## src/rtl/t2c_maze_world_emulator.sv

```systemverilog
// Maze environment for self-test of t2c_maze_explorer: loadable wall map, bot
// position/heading tracking, heading-relative wall sensors and run supervision.
module t2c_maze_world_emulator #(
  parameter int ROWS         = 9,
  parameter int COLS         = 9,
  parameter int START_POS    = 76,
  parameter int START_FACING = 0,
  parameter int EXIT_POS     = 4,
  parameter int EXIT_DIR     = 0,
  parameter int STEP_DIV     = 2,
  parameter int STEP_LIMIT   = 250
) (
  input  logic       clk,
  input  logic       rst_n,
  input  logic       map_we,
  input  logic [6:0] map_addr,
  input  logic [3:0] map_wdata,
  input  logic       start,
  input  logic [2:0] move,
  output logic       left,
  output logic       mid,
  output logic       right,
  output logic [6:0] bot_pos,
  output logic [1:0] bot_facing,
  output logic       running,
  output logic       exited,
  output logic       fault,
  output logic [1:0] fault_code,
  output logic [7:0] step_count,
  output logic [6:0] dead_total,
  output logic [6:0] dead_visited,
  output logic [2:0] dbg_state
);

  localparam int         CELLS     = ROWS * COLS;
  localparam int         WIN_W     = $clog2(STEP_DIV);
  localparam logic [6:0] COLS7     = 7'(COLS);
  localparam logic [6:0] START_P7  = 7'(START_POS);
  localparam logic [6:0] START_ROW = 7'(START_POS / COLS);
  localparam logic [6:0] START_COL = 7'(START_POS % COLS);
  localparam logic [1:0] START_F2  = 2'(START_FACING);
  localparam logic [WIN_W-1:0] WIN_LAST = WIN_W'(STEP_DIV - 1);

  typedef enum logic [2:0] {
    S_IDLE   = 3'd0,
    S_SCAN   = 3'd1,
    S_RUN    = 3'd2,
    S_EXITED = 3'd3,
    S_FAULT  = 3'd4
  } state_t;

  // Walls are stored {N,E,S,W}; direction d selects bit 3-d.
  function automatic logic wall_of(input logic [3:0] c, input logic [1:0] d);
    case (d)
      2'd0:    wall_of = c[3];
      2'd1:    wall_of = c[2];
      2'd2:    wall_of = c[1];
      default: wall_of = c[0];
    endcase
  endfunction

  function automatic logic is_dead(input logic [3:0] c);
    is_dead = (c == 4'b1110) || (c == 4'b1101) || (c == 4'b1011) || (c == 4'b0111);
  endfunction

  logic [3:0]       map_q [0:127];
  state_t           state_q, state_d;
  logic [6:0]       pos_q, pos_d, row_q, row_d, col_q, col_d;
  logic [1:0]       facing_q, facing_d;
  logic [2:0]       sens_q, sens_d;
  logic             exited_q, exited_d, fault_q, fault_d;
  logic [1:0]       fault_code_q, fault_code_d;
  logic [7:0]       step_q, step_d;
  logic [6:0]       dead_total_q, dead_total_d, dead_visited_q, dead_visited_d;
  logic [127:0]     visited_q, visited_d;
  logic [6:0]       scan_idx_q, scan_idx_d;
  logic [WIN_W-1:0] win_q, win_d;

  logic [3:0] cur_cell, next_cell;
  logic [1:0] new_facing;
  logic [7:0] step_inc;
  logic       at_edge, go_scan;

  // Map survives reset: written only in IDLE and only for in-range cells.
  always_ff @(posedge clk) begin
    if (state_q == S_IDLE && map_we && ({1'b0, map_addr} < 8'(CELLS)))
      map_q[map_addr] <= map_wdata;
  end

  always_comb begin
    cur_cell = map_q[pos_q];
    case (move)
      3'b010:  new_facing = facing_q - 2'd1;
      3'b011:  new_facing = facing_q + 2'd1;
      3'b100:  new_facing = facing_q + 2'd2;
      default: new_facing = facing_q;
    endcase
    case (new_facing)
      2'd0:    at_edge = (row_q == 7'd0);
      2'd1:    at_edge = (col_q == COLS7 - 7'd1);
      2'd2:    at_edge = (row_q == 7'(ROWS - 1));
      default: at_edge = (col_q == 7'd0);
    endcase
    step_inc = (step_q == 8'hFF) ? 8'hFF : step_q + 8'd1;
  end

  always_comb begin
    state_d        = state_q;
    pos_d          = pos_q;
    row_d          = row_q;
    col_d          = col_q;
    facing_d       = facing_q;
    exited_d       = exited_q;
    fault_d        = fault_q;
    fault_code_d   = fault_code_q;
    step_d         = step_q;
    dead_total_d   = dead_total_q;
    dead_visited_d = dead_visited_q;
    visited_d      = visited_q;
    scan_idx_d     = scan_idx_q;
    win_d          = win_q;
    go_scan        = 1'b0;

    case (state_q)
      S_IDLE, S_EXITED, S_FAULT: go_scan = start;
      S_SCAN: begin
        dead_total_d = dead_total_q + {6'd0, is_dead(map_q[scan_idx_q])};
        scan_idx_d   = scan_idx_q + 7'd1;
        if (scan_idx_q == 7'(CELLS - 1)) begin
          state_d = S_RUN;
          win_d   = '0;
        end
      end
      S_RUN: begin
        win_d = (win_q == WIN_LAST) ? '0 : win_q + 1'b1;
        if (win_q == WIN_LAST) begin
          step_d = step_inc;
          if (move >= 3'b101) begin
            state_d = S_FAULT; fault_d = 1'b1; fault_code_d = 2'b11;
          end else if (move != 3'b000 && wall_of(cur_cell, new_facing)) begin
            state_d = S_FAULT; fault_d = 1'b1; fault_code_d = 2'b01;
          end else if (move != 3'b000 && at_edge) begin
            if (pos_q == 7'(EXIT_POS) && new_facing == 2'(EXIT_DIR)) begin
              state_d = S_EXITED; exited_d = 1'b1;
            end else begin
              state_d = S_FAULT; fault_d = 1'b1; fault_code_d = 2'b10;
            end
          end else if (step_inc == 8'(STEP_LIMIT)) begin
            state_d = S_FAULT; fault_d = 1'b1; fault_code_d = 2'b00;
          end else if (move != 3'b000) begin
            facing_d = new_facing;
            case (new_facing)
              2'd0:    begin pos_d = pos_q - COLS7; row_d = row_q - 7'd1; end
              2'd1:    begin pos_d = pos_q + 7'd1;  col_d = col_q + 7'd1; end
              2'd2:    begin pos_d = pos_q + COLS7; row_d = row_q + 7'd1; end
              default: begin pos_d = pos_q - 7'd1;  col_d = col_q - 7'd1; end
            endcase
            if (move == 3'b100 && is_dead(cur_cell) && !visited_q[pos_q]) begin
              visited_d[pos_q] = 1'b1;
              dead_visited_d   = dead_visited_q + 7'd1;
            end
          end
        end
      end
      default: state_d = S_IDLE;
    endcase

    // A new run restarts from the fixed start cell with all run state cleared.
    if (go_scan) begin
      state_d        = S_SCAN;
      scan_idx_d     = '0;
      dead_total_d   = '0;
      dead_visited_d = '0;
      visited_d      = '0;
      step_d         = '0;
      exited_d       = 1'b0;
      fault_d        = 1'b0;
      fault_code_d   = 2'b00;
      pos_d          = START_P7;
      row_d          = START_ROW;
      col_d          = START_COL;
      facing_d       = START_F2;
    end
  end

  // Sensors are registered from the next position so a new cell shows one clock after a move.
  always_comb begin
    next_cell = map_q[pos_d];
    if (state_d == S_RUN)
      sens_d = {wall_of(next_cell, facing_d - 2'd1), wall_of(next_cell, facing_d),
                wall_of(next_cell, facing_d + 2'd1)};
    else
      sens_d = 3'b111;
  end

  always_ff @(posedge clk) begin
    if (!rst_n) begin
      state_q        <= S_IDLE;
      pos_q          <= START_P7;
      row_q          <= START_ROW;
      col_q          <= START_COL;
      facing_q       <= START_F2;
      sens_q         <= 3'b111;
      exited_q       <= 1'b0;
      fault_q        <= 1'b0;
      fault_code_q   <= 2'b00;
      step_q         <= '0;
      dead_total_q   <= '0;
      dead_visited_q <= '0;
      visited_q      <= '0;
      scan_idx_q     <= '0;
      win_q          <= '0;
    end else begin
      state_q        <= state_d;
      pos_q          <= pos_d;
      row_q          <= row_d;
      col_q          <= col_d;
      facing_q       <= facing_d;
      sens_q         <= sens_d;
      exited_q       <= exited_d;
      fault_q        <= fault_d;
      fault_code_q   <= fault_code_d;
      step_q         <= step_d;
      dead_total_q   <= dead_total_d;
      dead_visited_q <= dead_visited_d;
      visited_q      <= visited_d;
      scan_idx_q     <= scan_idx_d;
      win_q          <= win_d;
    end
  end

  assign left         = sens_q[2];
  assign mid          = sens_q[1];
  assign right        = sens_q[0];
  assign bot_pos      = pos_q;
  assign bot_facing   = facing_q;
  assign running      = (state_q == S_RUN);
  assign exited       = exited_q;
  assign fault        = fault_q;
  assign fault_code   = fault_code_q;
  assign step_count   = step_q;
  assign dead_total   = dead_total_q;
  assign dead_visited = dead_visited_q;
  assign dbg_state    = state_q;

endmodule
```

## config.mk

```make
export PLATFORM = sky130hd
export DESIGN_NAME = t2c_maze_world_emulator
export DESIGN_NICKNAME = d
export VERILOG_FILES = /design/src/rtl/t2c_maze_world_emulator.sv
export SDC_FILE = /design/constraint.sdc
export NUM_CORES = 1
export LEC_CHECK = 0
export BUFFER_PORTS_ARGS = -buffer_cell sky130_fd_sc_hd__buf_2
export CELL_PAD_IN_SITES_DETAIL_PLACEMENT = 1
export CELL_PAD_IN_SITES_GLOBAL_PLACEMENT = 2
export CORE_UTILIZATION = 40
export DETAILED_ROUTE_END_ITERATION = 10
export PLACE_DENSITY = 0.76
export SETUP_SLACK_MARGIN = 0.3
export SLEW_MARGIN = 20
export SYNTH_ARGS = -nofsm -noshare
export SYNTH_HDL_FRONTEND = slang
export SYNTH_SLANG_ARGS = --single-unit
```

## constraint.sdc

```tcl
create_clock -name clk -period 5 [get_ports clk]
set_input_delay 0.5 -clock clk [delete_from_list [all_inputs] [get_ports clk]]
set_output_delay 0.5 -clock clk [all_outputs]
set_load 0.01 [all_outputs]
```

==> impl_metrics.py, run 1 <==
metrics = {
    "cells_and_area": {
        "fillers": 10100,
        "multi_input_area_mm2": 0.0192,
        "stdcell_area_mm2": 0.0504,
        "fin_nets": 4245,
        "syn_to_final_growth_pct": 31.3,
        "drive_gt1_share_pct": 31.2,
        "fin_cells": 5534,
        "regArea_mm2": 0.0194,
        "final_util_pct": 53.0,
    },
    "critical_path": {
        "crit_type": "reg2reg",
        "cp.required_ps": 5580,
        "r2r_slack_ps": -620,
        "critPathCaptureType": "flop",
        "cp_max_fo": 8,
        "worstReg2RegStart": "bot_pos[2]",
        "critPathArrivalTime_ps": 6200,
        "rr_endpoint": "sens_q[2]",
        "reg2reg_depth": 22,
        "cp-start-kind": "flop",
    },
    "sta": {
        "finalWorstSetupSlack_ps": -621,
        "worstMarginPinSlew_ps": 1270,
        "timing.final.crit_share_pct": 112,
        "rsz0062_at_grt": "true",
        "final-setup-viol-count": 4,
        "clock.fmax_mhz": 178,
        "layout_min_cycle_time_ps": 5620,
        "slew_headroom_pct": 15.0,
        "drv_slew": 0,
        "skew_ps": 27.8,
        "hold_viol_final": 0,
    },
    "clock_network": {
        "clk_latency_ps": 680,
        "cts.htree.levels": 3,
        "numCtsBuffers": 81,
        "clock-sinks": 710,
        "cts.path.max_buffers": 3,
        "clk_pin_slew_worst_paths_ps": 60,
        "clockRootBuffer": "clkbuf_16",
        "cts_tree": "yes",
        "cts-hold-fix-buffers": 0,
    },
    "floorplan": {
        "ios": 60,
        "rows": 113,
        "fp.dieArea_mm2": 0.0971,
        "initial_core_util_pct": 40.4,
        "die_x_um": 312,
        "coreArea_mm2": 0.0950,
        "die_h_um": 312,
    },
    "logic_synthesis": {
        "synth_cell_types": 92,
        "synth_edf_count": 512,
        "ys_ff_latch": 710,
        "synth_warnings": 0,
        "syn_area_per_cell_um2": 11.3,
        "synth_top_family_by_area": "multiplexers",
        "synth-simple-area-share_pct": 13.2,
        "synth_area_mm2": 0.0383,
        "synth_fa_ha_area_share_pct": 1.00,
        "synth.area.mux_share_pct": 17.7,
        "synth_compound_area_share_pct": 13.1,
        "synth_ff_type": "edfxtp_1",
        "synth_xor_area_share_pct": 0.979,
        "synthCells": 3390,
        "postSynth.asyncResetShare_pct": 0,
        "synth_seq_area_share_pct": 50.4,
    },
    "global_route": {
        "grt_pass1_vias": 35800,
        "grt_use_total_pct": 36.7,
        "grt_first_pass_wirelength_um": 257000,
        "grt_start_max_net_pins": 129,
        "antenna_found_initial": 9,
        "grt-ovfl-total": 0,
    },
    "min_path": {
        "hold_path_startpoint": "rst_n",
        "hp-class": "in2reg",
        "worstHoldEndpoint": "bot_pos[3]",
        "holdPathStages": 2,
    },
    "drt": {
        "viasPerCell": 6.37,
        "first_iter_violations": 4526,
        "ant_nets": 0,
        "wire_per_inst_um": 33.1,
        "first_pass_iters": 6,
        "drc": 0,
        "drt_wl_total_um": 183000,
        "vias": 35300,
    },
    "placed_design": {
        "port_buffers": 59,
        "gp_congestion": 1.03,
        "dp_hpwl_um": 130000,
        "dpl_cell_area_mm2": 0.0458,
        "dpl.cell_count": 5307,
    },
    "outcome": {
        "violations": "negative setup slack",
        "status": "complete, but fails checks",
    },
    "power_and_ir_drop": {
        "ir_drop_uv": 381,
        "p_leak_nw": 18.7,
        "power_density_mw_per_mm2": 269,
    },
    "run": {
        "cap_violations": 0,
    },
}
-- cell usage after synthesis (11+ instances only) --
| cell type | instances | area share [%] |
|---|---|---|
| edfxtp_1 | 512 | 40 |
| nand2_1 | 410 | 4.0 |
| nor2_1 | 372 | 3.6 |
| a21oi_1 | 269 | 3.5 |
| dfxtp_1 | 198 | 10 |
| mux4_2 | 198 | 12 |
| mux2i_1 | 158 | 4.1 |
| nand3_1 | 117 | 1.5 |
| clkbuf_1 | 113 | 1.1 |
| buf_2 | 94 | 1.2 |
| o21ai_0 | 77 | 1.0 |
| mux2_2 | 53 | 1.6 |
| a22oi_1 | 49 | 0.96 |
| o22ai_1 | 49 | 0.80 |
| nor3_1 | 45 | 0.59 |
| a221oi_1 | 43 | 0.98 |
| a211oi_1 | 41 | 0.80 |
| a31oi_1 | 36 | 0.59 |
| o221ai_1 | 34 | 0.78 |
| inv_1 | 33 | 0.32 |
| nand4_1 | 32 | 0.52 |
| nand2b_1 | 30 | 0.49 |
| buf_1 | 26 | 0.25 |
| ha_1 | 26 | 0.85 |
| xnor2_1 | 26 | 0.59 |
| nor2b_1 | 22 | 0.36 |
| buf_4 | 19 | 0.37 |
| and2_1 | 17 | 0.28 |
| a22o_1 | 15 | 0.34 |
| and3_1 | 15 | 0.24 |
| xor2_1 | 15 | 0.34 |
| a2111oi_0 | 14 | 0.32 |
| a32oi_1 | 14 | 0.32 |
| and4_1 | 12 | 0.27 |
| o211ai_1 | 12 | 0.23 |
| buf_6 | 11 | 0.32 |
-- sequential cells by signal (all words and copies together), names as in the netlist, named ones only --
signal        flops
scan_idx_q        7
bot_facing        2
win_q             1
sens_q            3
exited            1
col_q             7
fault_code        2
bot_pos           7
row_q             7
dead_visited      7
step_count        8
visited_q       128
dbg_state         3
fault             1
map_q           512
dead_total        7
-- cells in the final DEF, fill, tap and decap left out, types with 50 or more instances in the layout --
cell type,n
a21oi_1,265
buf_12,92
buf_2,55
buf_4,605
clkbuf_16,88
conb_1,188
dfxtp_1,191
edfxtp_1,512
mux2_2,50
mux2i_1,150
mux4_2,198
nand2_1,403
nand3_1,117
nor2_1,347
o21ai_0,69
-- repair_timing --
| item | 4_1_cts | 5_1_grt |
|---|---|---|
| endpoints found under the hold margin | 0 | 0 |
| cloned | 6 | 4 |
| resized for setup | 119 | 93 |
| setup buffers | 42 | 21 |
| pin swaps | 29 | 49 |
| setup endpoints to repair | 144 | 138 |
-- power breakdown --
part           internal [mW]  switching [mW]  total [mW]  leakage, nW
logic                  0.392           0.489       0.882         11.1
clock network           3.50            2.60        6.10         1.30
registers               6.46           0.115        6.57         6.35
-- critical path, stage by stage, from the launching register on --
cell and delay, ps:
dfxtp_4 410, buf_6 140, or3b_4 430, buf_12 170
buf_12 130, o22ai_4 150, a211oi_2 60, a2111o_1 590
buf_12 210, o22ai_4 150, o31ai_4 100, o32a_4 490
buf_4 170, mux2_4 390, buf_4 210, nand2b_1 260
nor3_1 260, a31oi_1 100, a311o_1 350, o211ai_1 280
buf_4 200, mux2i_1 70, a22oi_1 170
-- area by class of cell --
class / instances / share of cell area, %
Tap cell: 1265 / 3.14
Inverter: 34 / 0.258
Multi-Input combinational cell: 2570 / 38.1
Timing Repair Buffer: 801 / 14.7
Clock inverter: 46 / 0.927
Antenna cell: 5 / 0.0248
Sequential cell: 710 / 38.4
Clock buffer: 103 / 4.38
-- through the flow --
step | hold WS [ps] | total power, mW | setup TNS, ps | setup slack [ps]
4_1_cts | 152 | 13.6 | -1320 | -450
5_1_grt | 181 | 13.9 | -2070 | -661
2_1_floorplan | 431 | 7.09 | 0 | 348
3_3_place_gp | 442 | 7.46 | -4440 | -1420
3_5_place_dp | 454 | 7.49 | -3690 | -1210
6_report | 187 | 13.6 | -1820 | -621
-- routing by layer --
layer  vias to the layer above  track usage, %  share of wire (%)
li1                      14500               -                  -
met1                     18100            47.1                 39
met2                      2086            55.9                 44
met3                       607            9.18                 10
met4                        10            22.7                7.1
met5                         -               0              0.036
-- kinds of logic (layout without fill, tap and decap cells) --
family          after synthesis  in the layout
buf+inv                     297            984
fa+ha+maj                    29             29
flops                       710            710
compound gates              757            757
simple gates               1135           1135
mux                         419            419
other cells                   1            193
xor+xnor                     42             42
-- worst max-delay path by stage --
| stage | start | cells after the start | endpoint | slack, ps |
|---|---|---|---|---|
| after floorplan | move[1] | 22 | sens_q[0] | 350 |
| after global placement | bot_pos[2] | 21 | sens_q[1] | -1420 |
| after detailed placement | bot_pos[2] | 21 | sens_q[2] | -1210 |
| after CTS | bot_pos[2] | 23 | sens_q[0] | -450 |
| after global routing | bot_pos[2] | 26 | sens_q[0] | -660 |
| final | bot_pos[2] | 22 | sens_q[2] | -620 |
Power figures use the tool's default switching activity.
==> run 2: changes to the inputs <==
--- a/config.mk
+++ b/config.mk
@@ -10,7 +10,7 @@
 export CELL_PAD_IN_SITES_GLOBAL_PLACEMENT = 2
 export CORE_UTILIZATION = 40
 export DETAILED_ROUTE_END_ITERATION = 10
-export PLACE_DENSITY = 0.76
+export PLACE_DENSITY = 0.73
 export SETUP_SLACK_MARGIN = 0.3
 export SLEW_MARGIN = 20
 export SYNTH_ARGS = -nofsm -noshare
==> constraint.sdc (replaced) <==
create_clock -name clk -period 7 [get_ports clk]
set_input_delay 0.7 -clock clk [delete_from_list [all_inputs] [get_ports clk]]
set_output_delay 0.7 -clock clk [all_outputs]
set_load 0.01 [all_outputs]
==> impl_metrics.py, run 2 (same netlist as run 1, synthesis figures left out) <==
metrics = {
    "floorplan": {
        "initial_core_util_pct": 40.4,
        "ios": 60,
        "fp.dieArea_mm2": 0.0971,
        "coreArea_mm2": 0.0950,
        "die_h_um": 312,
        "die_x_um": 312,
        "rows": 113,
    },
    "sta": {
        "rsz0062_at_grt": "false",
        "clock.fmax_mhz": 146,
        "layout_min_cycle_time_ps": 6850,
        "slew_headroom_pct": 11.4,
        "worstMarginPinSlew_ps": 1310,
        "drv_slew": 0,
        "hold_viol_final": 0,
        "finalWorstSetupSlack_ps": 155,
        "skew_ps": 31.1,
        "timing.final.crit_share_pct": 97.8,
        "final-setup-viol-count": 0,
    },
    "power_and_ir_drop": {
        "power_mw": 9.75,
        "internal-power_mw": 7.45,
        "p_comb_share_pct": 5.3,
        "switching_share_pct": 23.6,
        "clkPwrFrac_pct": 46.4,
        "ir_drop_uv": 215,
        "p_switching_mw": 2.31,
        "p_leak_nw": 16.4,
        "power_frac_seq_pct": 48.3,
        "power_density_mw_per_mm2": 212,
    },
    "cells_and_area": {
        "syn_to_final_growth_pct": 19.7,
        "final_common_cell": "edfxtp_1",
        "drive_gt1_share_pct": 22.1,
        "final_cell_mix": "512 x edfxtp_1, 408 x nand2_1, 371 x nor2_1, 308 x buf_4, 267 x a21oi_1",
        "fin_nets": 3858,
        "largest-register": "map_q",
        "largest_register_ffs": 512,
    },
    "drt": {
        "ant_nets": 0,
        "drt_wl_total_um": 181000,
        "wire_per_inst_um": 35.2,
        "first_pass_iters": 8,
        "drc": 0,
        "viasPerCell": 6.48,
        "vias": 33300,
        "first_iter_violations": 3719,
    },
    "critical_path": {
        "cp_max_fo": 17,
        "crit_type": "reg2reg",
        "path_cells": "inv_2, buf_4, o221ai_1, a211oi_1, nor4_1, buf_4, a22o_1, buf_4, o31ai_1, o32a_4, nor3_1, a21o_1, buf_4, a221oi_1, a31oi_1, a21oi_1, buf_4, o22ai_1, o32ai_2, mux2i_1, a22oi_1",
        "critPathMostFrequentCell": "buf_4",
        "cp.required_ps": 7590,
        "critPathCaptureType": "flop",
        "cp-start-kind": "flop",
        "crit_slowest_cell": "a211oi_1",
        "max_stage_delay_ps": 870,
        "critPathArrivalTime_ps": 7430,
    },
    "min_path": {
        "hp-class": "in2reg",
    },
    "clock_network": {
        "numCtsBuffers": 84,
        "cts_tree": "yes",
        "cts-hold-fix-buffers": 0,
        "clk_pin_slew_worst_paths_ps": 70,
        "cts.path.max_buffers": 3,
        "cts.htree.levels": 3,
        "clockRootBuffer": "clkbuf_16",
        "clk_latency_ps": 690,
        "clock-sinks": 710,
    },
    "placed_design": {
        "dp_slack_ps": -505,
        "gp_congestion": 1.05,
        "port_buffers": 59,
        "dp_hpwl_um": 131000,
    },
    "global_route": {
        "grt_first_pass_wirelength_um": 255000,
        "grt_use_total_pct": 36.7,
        "antenna_found_initial": 12,
        "grt_start_max_net_pins": 103,
        "grt-ovfl-total": 0,
        "grt_pass1_vias": 34100,
    },
    "outcome": {
        "status": "finished, final reports clean",
    },
    "run": {
        "cap_violations": 0,
    },
}
run 2: changes by cell type in the layout (fill, tap and decap cells not counted), sizes merged:
cell      delta
buf        -383
clkinv       -9
clkinvlp     +5
diode        -4
bufbuf       -3
clkbuf       +3
bufinv       +1
run 2: through the flow:
| stage | setup TNS, ps | hold WS (ps) | cells | instance area, um2 | util (%) |
|---|---|---|---|---|---|
| finish | 0 | 395 | 5144 | 45900 | 48.3 |
| global route | 0 | 384 | 5143 | 45900 | 48.3 |
| CTS | 0 | 356 | 5140 | 45800 | 48.2 |
| detailed placement | -1350 | 448 | 4984 | 43000 | 45.2 |
| global placement | -1110 | 441 | 4984 | 43000 | 45.2 |
| floorplan | 0 | 431 | 3577 | 39100 | - |
run 2: path summary, 6_finish.rpt:
path / start / to / slack (ps) / cells after the start
worst max-delay path: bot_pos[2] / sens_q[2] / 150 / 21
worst min-delay path: rst_n / bot_pos[3] / 390 / 2
worst max register to register: bot_pos[2] / sens_q[2] / 150 / 21
worst min register to register: visited_q[28] / visited_q[28] / 460 / 2
run 2: critical path: cells and delay by family, from the launching register on:
family | cells | cell delay [ps]
buffers and inverters | 6 | 1780
AND/OR/NAND/NOR | 2 | 260
flip-flops | 1 | 470
AO/OA/AOI/OAI | 12 | 3960
multiplexers | 1 | 210
run 2: timing repair:
| item | 4_1_cts | 5_1_grt |
|---|---|---|
| gates cloned | 0 | 0 |
| endpoints found under the hold margin | 0 | 0 |
| gates resized for setup | 8 | 2 |
| setup buffers | 3 | 3 |
| pin swaps | 0 | 0 |
| setup endpoints to repair | 3 | 3 |
run 2: metal layers:
metal  vias to the layer above  routed length (um)  GRT usage [%]
met2                      2025               81700           57.3
met5                         -                  68              0
met4                        10               12000           21.3
met1                     17000               69000           46.4
li1                      13700                   -              -
met3                       540               18200           9.06
run 2: cell type report:
| class | instances | area, um2 |
|---|---|---|
| clock buffer | 110 | 2310 |
| antenna | 1 | 2.50 |
| sequential | 710 | 19400 |
| multi-input combinational | 2570 | 18500 |
| fill | 10200 | 49100 |
| timing repair buffer | 411 | 3540 |
| inverter | 34 | 131 |
| tap | 1265 | 1580 |
| clock inverter | 43 | 479 |
run 2: power by group through the flow:
stage | Sequential, mW | Combinational, mW | Clock [mW]
after floorplan | 4.75 | 0.321 | 0
after global placement | 4.79 | 0.489 | 0
after global routing | 4.72 | 0.546 | 4.73
after detailed placement | 4.80 | 0.502 | 0
after CTS | 4.71 | 0.505 | 4.58
final | 4.71 | 0.517 | 4.53
